### config.mk
export PLATFORM = sky130hd
export DESIGN_NAME = cla_add_sequencer
export DESIGN_NICKNAME = d
export VERILOG_FILES = /design/src/rtl/cla_add_sequencer.sv
export SDC_FILE = /design/constraint.sdc
export NUM_CORES = 1
export LEC_CHECK = 0
export CORE_MARGIN = 3
export CORE_UTILIZATION = 57
export DETAILED_ROUTE_END_ITERATION = 10
export DONT_BUFFER_PORTS = 1
export GPL_TIMING_DRIVEN = 0
export HOLD_SLACK_MARGIN = 0.1
export MAX_ROUTING_LAYER = met4
export PLACE_DENSITY = 0.72
export SETUP_SLACK_MARGIN = 0.3
export SYNTH_ARGS = -nofsm -noshare
export SYNTH_HDL_FRONTEND = slang
export SYNTH_SLANG_ARGS = --single-unit
export TNS_END_PERCENT = 30
### constraint.sdc
create_clock -name clk -period 4.96 [get_ports clk]
set_clock_uncertainty 0.15 [all_clocks]
set_input_delay 0.992 -clock clk [delete_from_list [all_inputs] [get_ports clk]]
set_output_delay 0.992 -clock clk [all_outputs]
set_load 0.005 [all_outputs]
### src/rtl/cla_add_sequencer.sv
// cla_add_sequencer: multi-byte adder that reuses one 8-bit carry-lookahead
// adder across all bytes of the operands, one byte per clock, LSB first.
//
// Optional feature macro: CLA_ADD_SEQUENCER_SUB_EN
//   defined   -> sub=1 computes op_a - op_b (cin ignored, cout=1 means no borrow)
//   undefined -> add-only, sub is ignored
//
// Ports (cla_add_sequencer):
//   clk          rising-edge clock
//   rst          asynchronous active-high reset
//   start_valid  operand set present         start_ready  operands accepted in IDLE
//   op_a, op_b   operands (8*NBYTES bits)    cin, sub     carry-in, subtract request
//   res_valid    result present              res_ready    consumer accepts result
//   result       sum/difference              cout, ovf    carry out, signed overflow
//   busy         high while RUN or DONE
//
// Ports (cla_8bit): a, b, cin -> sum, cout (8-bit carry-lookahead adder)

module cla_8bit (
  input  logic [7:0] a,
  input  logic [7:0] b,
  input  logic       cin,
  output logic [7:0] sum,
  output logic       cout
);
  logic [7:0] g;
  logic [7:0] p;
  logic [8:0] c;

  assign g = a & b;
  assign p = a ^ b;

  // Each carry is a flat function of g/p/cin; the loop expands to the
  // lookahead terms rather than a physical ripple chain.
  always_comb begin
    c    = '0;
    c[0] = cin;
    for (int i = 0; i < 8; i++) begin
      c[i+1] = g[i] | (p[i] & c[i]);
    end
  end

  assign sum  = p ^ c[7:0];
  assign cout = c[8];
endmodule

// state | meaning
// ------+-----------------------------------------------------------
// IDLE  | ready for operands; last result/cout/ovf still visible
// RUN   | one byte added per cycle, byte index k walks 0..NBYTES-1
// DONE  | result valid and frozen until res_ready handshake
module cla_add_sequencer #(
  parameter int NBYTES = 4
) (
  input  logic                  clk,
  input  logic                  rst,
  input  logic                  start_valid,
  output logic                  start_ready,
  input  logic [8*NBYTES-1:0]   op_a,
  input  logic [8*NBYTES-1:0]   op_b,
  input  logic                  cin,
  input  logic                  sub,
  output logic                  res_valid,
  input  logic                  res_ready,
  output logic [8*NBYTES-1:0]   result,
  output logic                  cout,
  output logic                  ovf,
  output logic                  busy
);
  localparam int KW = (NBYTES > 2) ? $clog2(NBYTES) : 1;

  typedef enum logic [1:0] {
    IDLE = 2'd0,
    RUN  = 2'd1,
    DONE = 2'd2
  } state_t;

  state_t state, state_nxt;

  logic [8*NBYTES-1:0] a_reg;
  logic [8*NBYTES-1:0] b_reg;
  logic [KW-1:0]       k;
  logic                carry;
  logic                accept;
  logic                last;
  logic                init_carry;
  logic [7:0]          mask;
  logic [7:0]          a_byte;
  logic [7:0]          b_byte;
  logic [7:0]          sum_byte;
  logic                co_byte;
  logic                c_into_msb;

`ifdef CLA_ADD_SEQUENCER_SUB_EN
  logic sub_reg;
  // Two's-complement subtract: invert B and force the initial carry to 1.
  assign init_carry = sub ? 1'b1 : cin;
  assign mask       = sub_reg ? 8'hFF : 8'h00;
`else
  logic unused_sub;
  assign unused_sub = sub;
  assign init_carry = cin;
  assign mask       = 8'h00;
`endif

  assign accept      = (state == IDLE) && start_valid;
  assign last        = (k == KW'(NBYTES - 1));
  assign start_ready = (state == IDLE);
  assign res_valid   = (state == DONE);
  assign busy        = (state != IDLE);

  always_ff @(posedge clk or posedge rst) begin
    if (rst) state <= IDLE;
    else     state <= state_nxt;
  end

  always_comb begin
    state_nxt = state;
    case (state)
      IDLE:    if (start_valid) state_nxt = RUN;
      RUN:     if (last)        state_nxt = DONE;
      DONE:    if (res_ready)   state_nxt = IDLE;
      default:                  state_nxt = IDLE;
    endcase
  end

  always_comb begin
    a_byte = 8'h00;
    b_byte = 8'h00;
    for (int i = 0; i < NBYTES; i++) begin
      if (k == KW'(i)) begin
        a_byte = a_reg[8*i +: 8];
        b_byte = b_reg[8*i +: 8] ^ mask;
      end
    end
  end

  cla_8bit u_cla (a_byte, b_byte, carry, sum_byte, co_byte);

  // Carry into bit 7 of the current byte, recovered from the sum bit.
  assign c_into_msb = sum_byte[7] ^ a_byte[7] ^ b_byte[7];

  always_ff @(posedge clk or posedge rst) begin
    if (rst) begin
      a_reg   <= '0;
      b_reg   <= '0;
      k       <= '0;
      carry   <= 1'b0;
      result  <= '0;
      cout    <= 1'b0;
      ovf     <= 1'b0;
`ifdef CLA_ADD_SEQUENCER_SUB_EN
      sub_reg <= 1'b0;
`endif
    end else if (accept) begin
      a_reg   <= op_a;
      b_reg   <= op_b;
      k       <= '0;
      carry   <= init_carry;
`ifdef CLA_ADD_SEQUENCER_SUB_EN
      sub_reg <= sub;
`endif
    end else if (state == RUN) begin
      for (int i = 0; i < NBYTES; i++) begin
        if (k == KW'(i)) result[8*i +: 8] <= sum_byte;
      end
      carry <= co_byte;
      k     <= k + KW'(1);
      if (last) begin
        cout <= co_byte;
        ovf  <= c_into_msb ^ co_byte;
      end
    end
  end
endmodule

==> results.yml <==
run_status:
  outcome: "finished with violations"
  violations: "setup timing"
sta:
  fin_crit_ns: 5.02
  fin_hold_ws_ns: 0.362
  maxSlewHeadroom_pct: 53.3
  worst_slew_pin_slew_ns: 0.700
  setup_viol: 1
  layout_setup_ws_ns: -0.0597
  rsz0062_at_grt: "true"
  drv_slew: 0
  tns_ns: -0.0597
  post-route-period-util_pct: 101
  hold_violations: 0
  max_freq_mhz: 199
floorplan:
  fp-row-count: 33
  die_w_um: 99.2
  start_util_pct: 59.4
  die_h_um: 99.2
  core_area_mm2: 0.00834
  io_pins: 107
  fp.dieArea_mm2: 0.00984
critical_path:
  required_ns: 5.09
  start_kind: "flop"
  crit_type: "reg -> reg"
  arrival_ns: 5.15
  end_kind: "flop"
  critical_path.max_fanout: 10
synthesis:
  ys.flop_type: "dfrtp_1"
  synth_area_leader_cell: "dfrtp_1"
  synthAdderAreaFrac_pct: 4.24
  ys_warn_count: 0
  synth_top_area_share_pct: 52.0
  synth_cell_type_count: 34
  avgSynthCellArea_um2: 13.2
  synth_area_leaders: "dfrtp_1 (52%), mux2_4 (18%), mux2_2 (3.9%)"
  async_flop_share_pct: 100
  synth-xor-area-share_pct: 0.354
  synth_top_family_by_area: "multiplexers"
  synth.mux.area_fraction_pct: 22.3
  yosysSeqAreaShare_pct: 52.0
  synth_edf_count: 0
  synth-seq-cells: 103
  synth_compound_area_share_pct: 7.73
  synth_area_mm2: 0.00495
  synth_nets: 457
  synthCells: 375
  synth-simple-area-share_pct: 8.56
final_layout:
  finalNonFillerCells: 500
  nFillCells: 629
  postLayoutCoreUtil_pct: 65.4
  finalInstanceArea_mm2: 0.00545
  nNetsFinal: 472
  num_antenna_cells: 0
  drive_gt1_share_pct: 34.7
  area_growth_pct: 10.1
route:
  post_drt_wl_per_cell_um: 20.6
  drt-vias-per-instance: 5.77
  first_pass_iters: 4
  drtAntennaViolNets: 0
  initialDrtViolationCount: 86
  routed_wl_um: 10300
  drc: 0
  vias: 2886
cts:
  cts_tree: "built"
  clk_pin_slew_ns: 0.10
  cts_num_sinks: 103
  worstSkewPairLatency_ns: 0.36
  cts_hold_buf: 0
  htreeDepth: 3
  clockRootBuffer: "clkbuf_8"
  cts_max_path_buffers: 2
  numCtsBuffers: 9
place:
  gp_congestion: 0.773
  placedCellCount: 481
  dp_hpwl_um: 7720
  placed_cell_area_mm2: 0.00515
  preCtsSetupSlack_ns: -0.454
  port_buffers: 0
power:
  power_switching_mw: 1.74
  power_frac_seq_pct: 34.3
  peakVddDrop_mv: 0.338
  swShare_pct: 37.9
  p_per_area_mw_per_mm2: 845
  p_comb_share_pct: 54.3
  leakagePower_nw: 2.39
  pwr-share-clk_pct: 11.4
  p_int_mw: 2.86
  power.total_mw: 4.61
global_route:
  antenna_found_initial: 0
  grt_pass1_vias: 3170
  grt_pass1_wl_um: 16600
  grt_usage_pct: 22.4
  overflow: 0
  grt_max_degree: 58
job:
  drv_cap: 0
worst_hold_path:
  hold_class: "reg -> reg"
final cells by class:
| type | instances | area, um2 | share of cell area, % |
|---|---|---|---|
| plain buffers | 23 | 272 | 4.98 |
| clock buffers | 10 | 128 | 2.34 |
| clock inverters | 6 | 67.6 | 1.24 |
| inverters | 8 | 32.5 | 0.597 |
| multi-input cells | 241 | 2190 | 40.1 |
| flip-flops and latches | 103 | 2580 | 47.3 |
| well taps | 105 | 131 | 2.41 |
| repair buffers | 4 | 53.8 | 0.987 |
per-layer routing:
layer | vias up | wire (um) | GRT usage (%)
met4 | 0 | 108 | 5.46
met1 | 1439 | 4540 | 29.4
met5 | - | 0 | -
met2 | 97 | 4960 | 35.1
li1 | 1337 | - | -
met3 | 13 | 712 | 5.68
worst max-delay path, stage by stage, from the launching register on:
cell	delay, ns
dfrtp_1	0.43
inv_2	0.10
ha_4	0.16
clkbuf_8	0.17
buf_8	0.13
nand2_1	0.05
a21oi_1	0.12
a21oi_1	0.08
o21ai_1	0.18
fa_2	0.24
fa_2	0.21
fa_1	0.16
inv_1	0.07
fa_2	0.35
fa_2	0.36
fa_2	0.35
fa_2	0.35
fa_2	0.57
xnor2_2	0.13
xnor2_1	0.10
or3_1	0.30
a31oi_1	0.16
Yosys cell counts, drive strengths merged, types with 2 or more instances:
| cell type | number |
|---|---|
| a21oi | 23 |
| nand2b | 2 |
| nand3b | 6 |
| or2 | 2 |
| buf | 13 |
| dfrtp | 103 |
| a221oi | 9 |
| fa | 8 |
| nand2 | 37 |
| xnor2 | 2 |
| inv | 8 |
| nor3 | 9 |
| o21ai | 29 |
| nor2b | 19 |
| ha | 4 |
| clkbuf | 10 |
| and2 | 2 |
| mux2 | 77 |
| nor2 | 3 |
timing repair:
| item | in CTS | in global routing |
|---|---|---|
| pin swaps | 3 | 0 |
| gates resized for setup | 15 | 9 |
| setup endpoints to repair | 7 | 6 |
| setup buffers | 3 | 0 |
layout by cell type, fill, tap and decap left out, drive strengths merged:
cell / n
nand2: 37
xnor2: 2
clkinv: 1
bufinv: 1
and3b: 1
nand2b: 2
nor3b: 1
ha: 4
nor3: 9
a22o: 1
a221oi: 9
a31oi: 1
o21ai: 29
inv: 10
nor2: 3
clkbuf: 20
and2: 2
clkinvlp: 2
a2111oi: 1
or3: 1
mux2i: 1
nand3b: 6
mux2: 77
buf: 17
a21oi: 23
o22ai: 1
or2: 2
dfrtp: 103
fa: 8
o21bai: 1
nor2b: 19
power groups by stage:
stage | clock network, mW | logic (mW) | registers, mW
after global placement | 0 | 2.24 | 1.57
final | 0.525 | 2.50 | 1.58
after detailed placement | 0 | 2.32 | 1.59
after global routing | 0.569 | 2.78 | 1.63
after floorplan | 0 | 1.85 | 1.49
after CTS | 0.535 | 2.48 | 1.58
cells by family (layout without fill, tap and decap cells):
family,count (synthesis),count (layout)
flops,103,103
simple gates,83,83
mux,78,78
compound gates,66,66
buf+inv,31,51
fa+ha+maj,12,12
xor+xnor,2,2
path summary, 6_finish.rpt:
kind	startpoint	cells past startpoint	slack [ns]	end
setup / recovery	k[1]$_DFFE_PP0P_	21	-0.06	ovf$_DFFE_PP0P_
hold / removal	result[23]$_DFFE_PP0P_	2	0.36	result[23]$_DFFE_PP0P_
setup reg to reg	k[1]$_DFFE_PP0P_	21	-0.06	ovf$_DFFE_PP0P_
hold reg to reg	result[23]$_DFFE_PP0P_	2	0.36	result[23]$_DFFE_PP0P_
max in group asynchronous	rst	2	3.53	b_reg[14]$_DFFE_PP0P_
min in group asynchronous	rst	1	0.46	result[16]$_DFFE_PP0P_
Note: power is estimated with default switching activity, not from simulation.
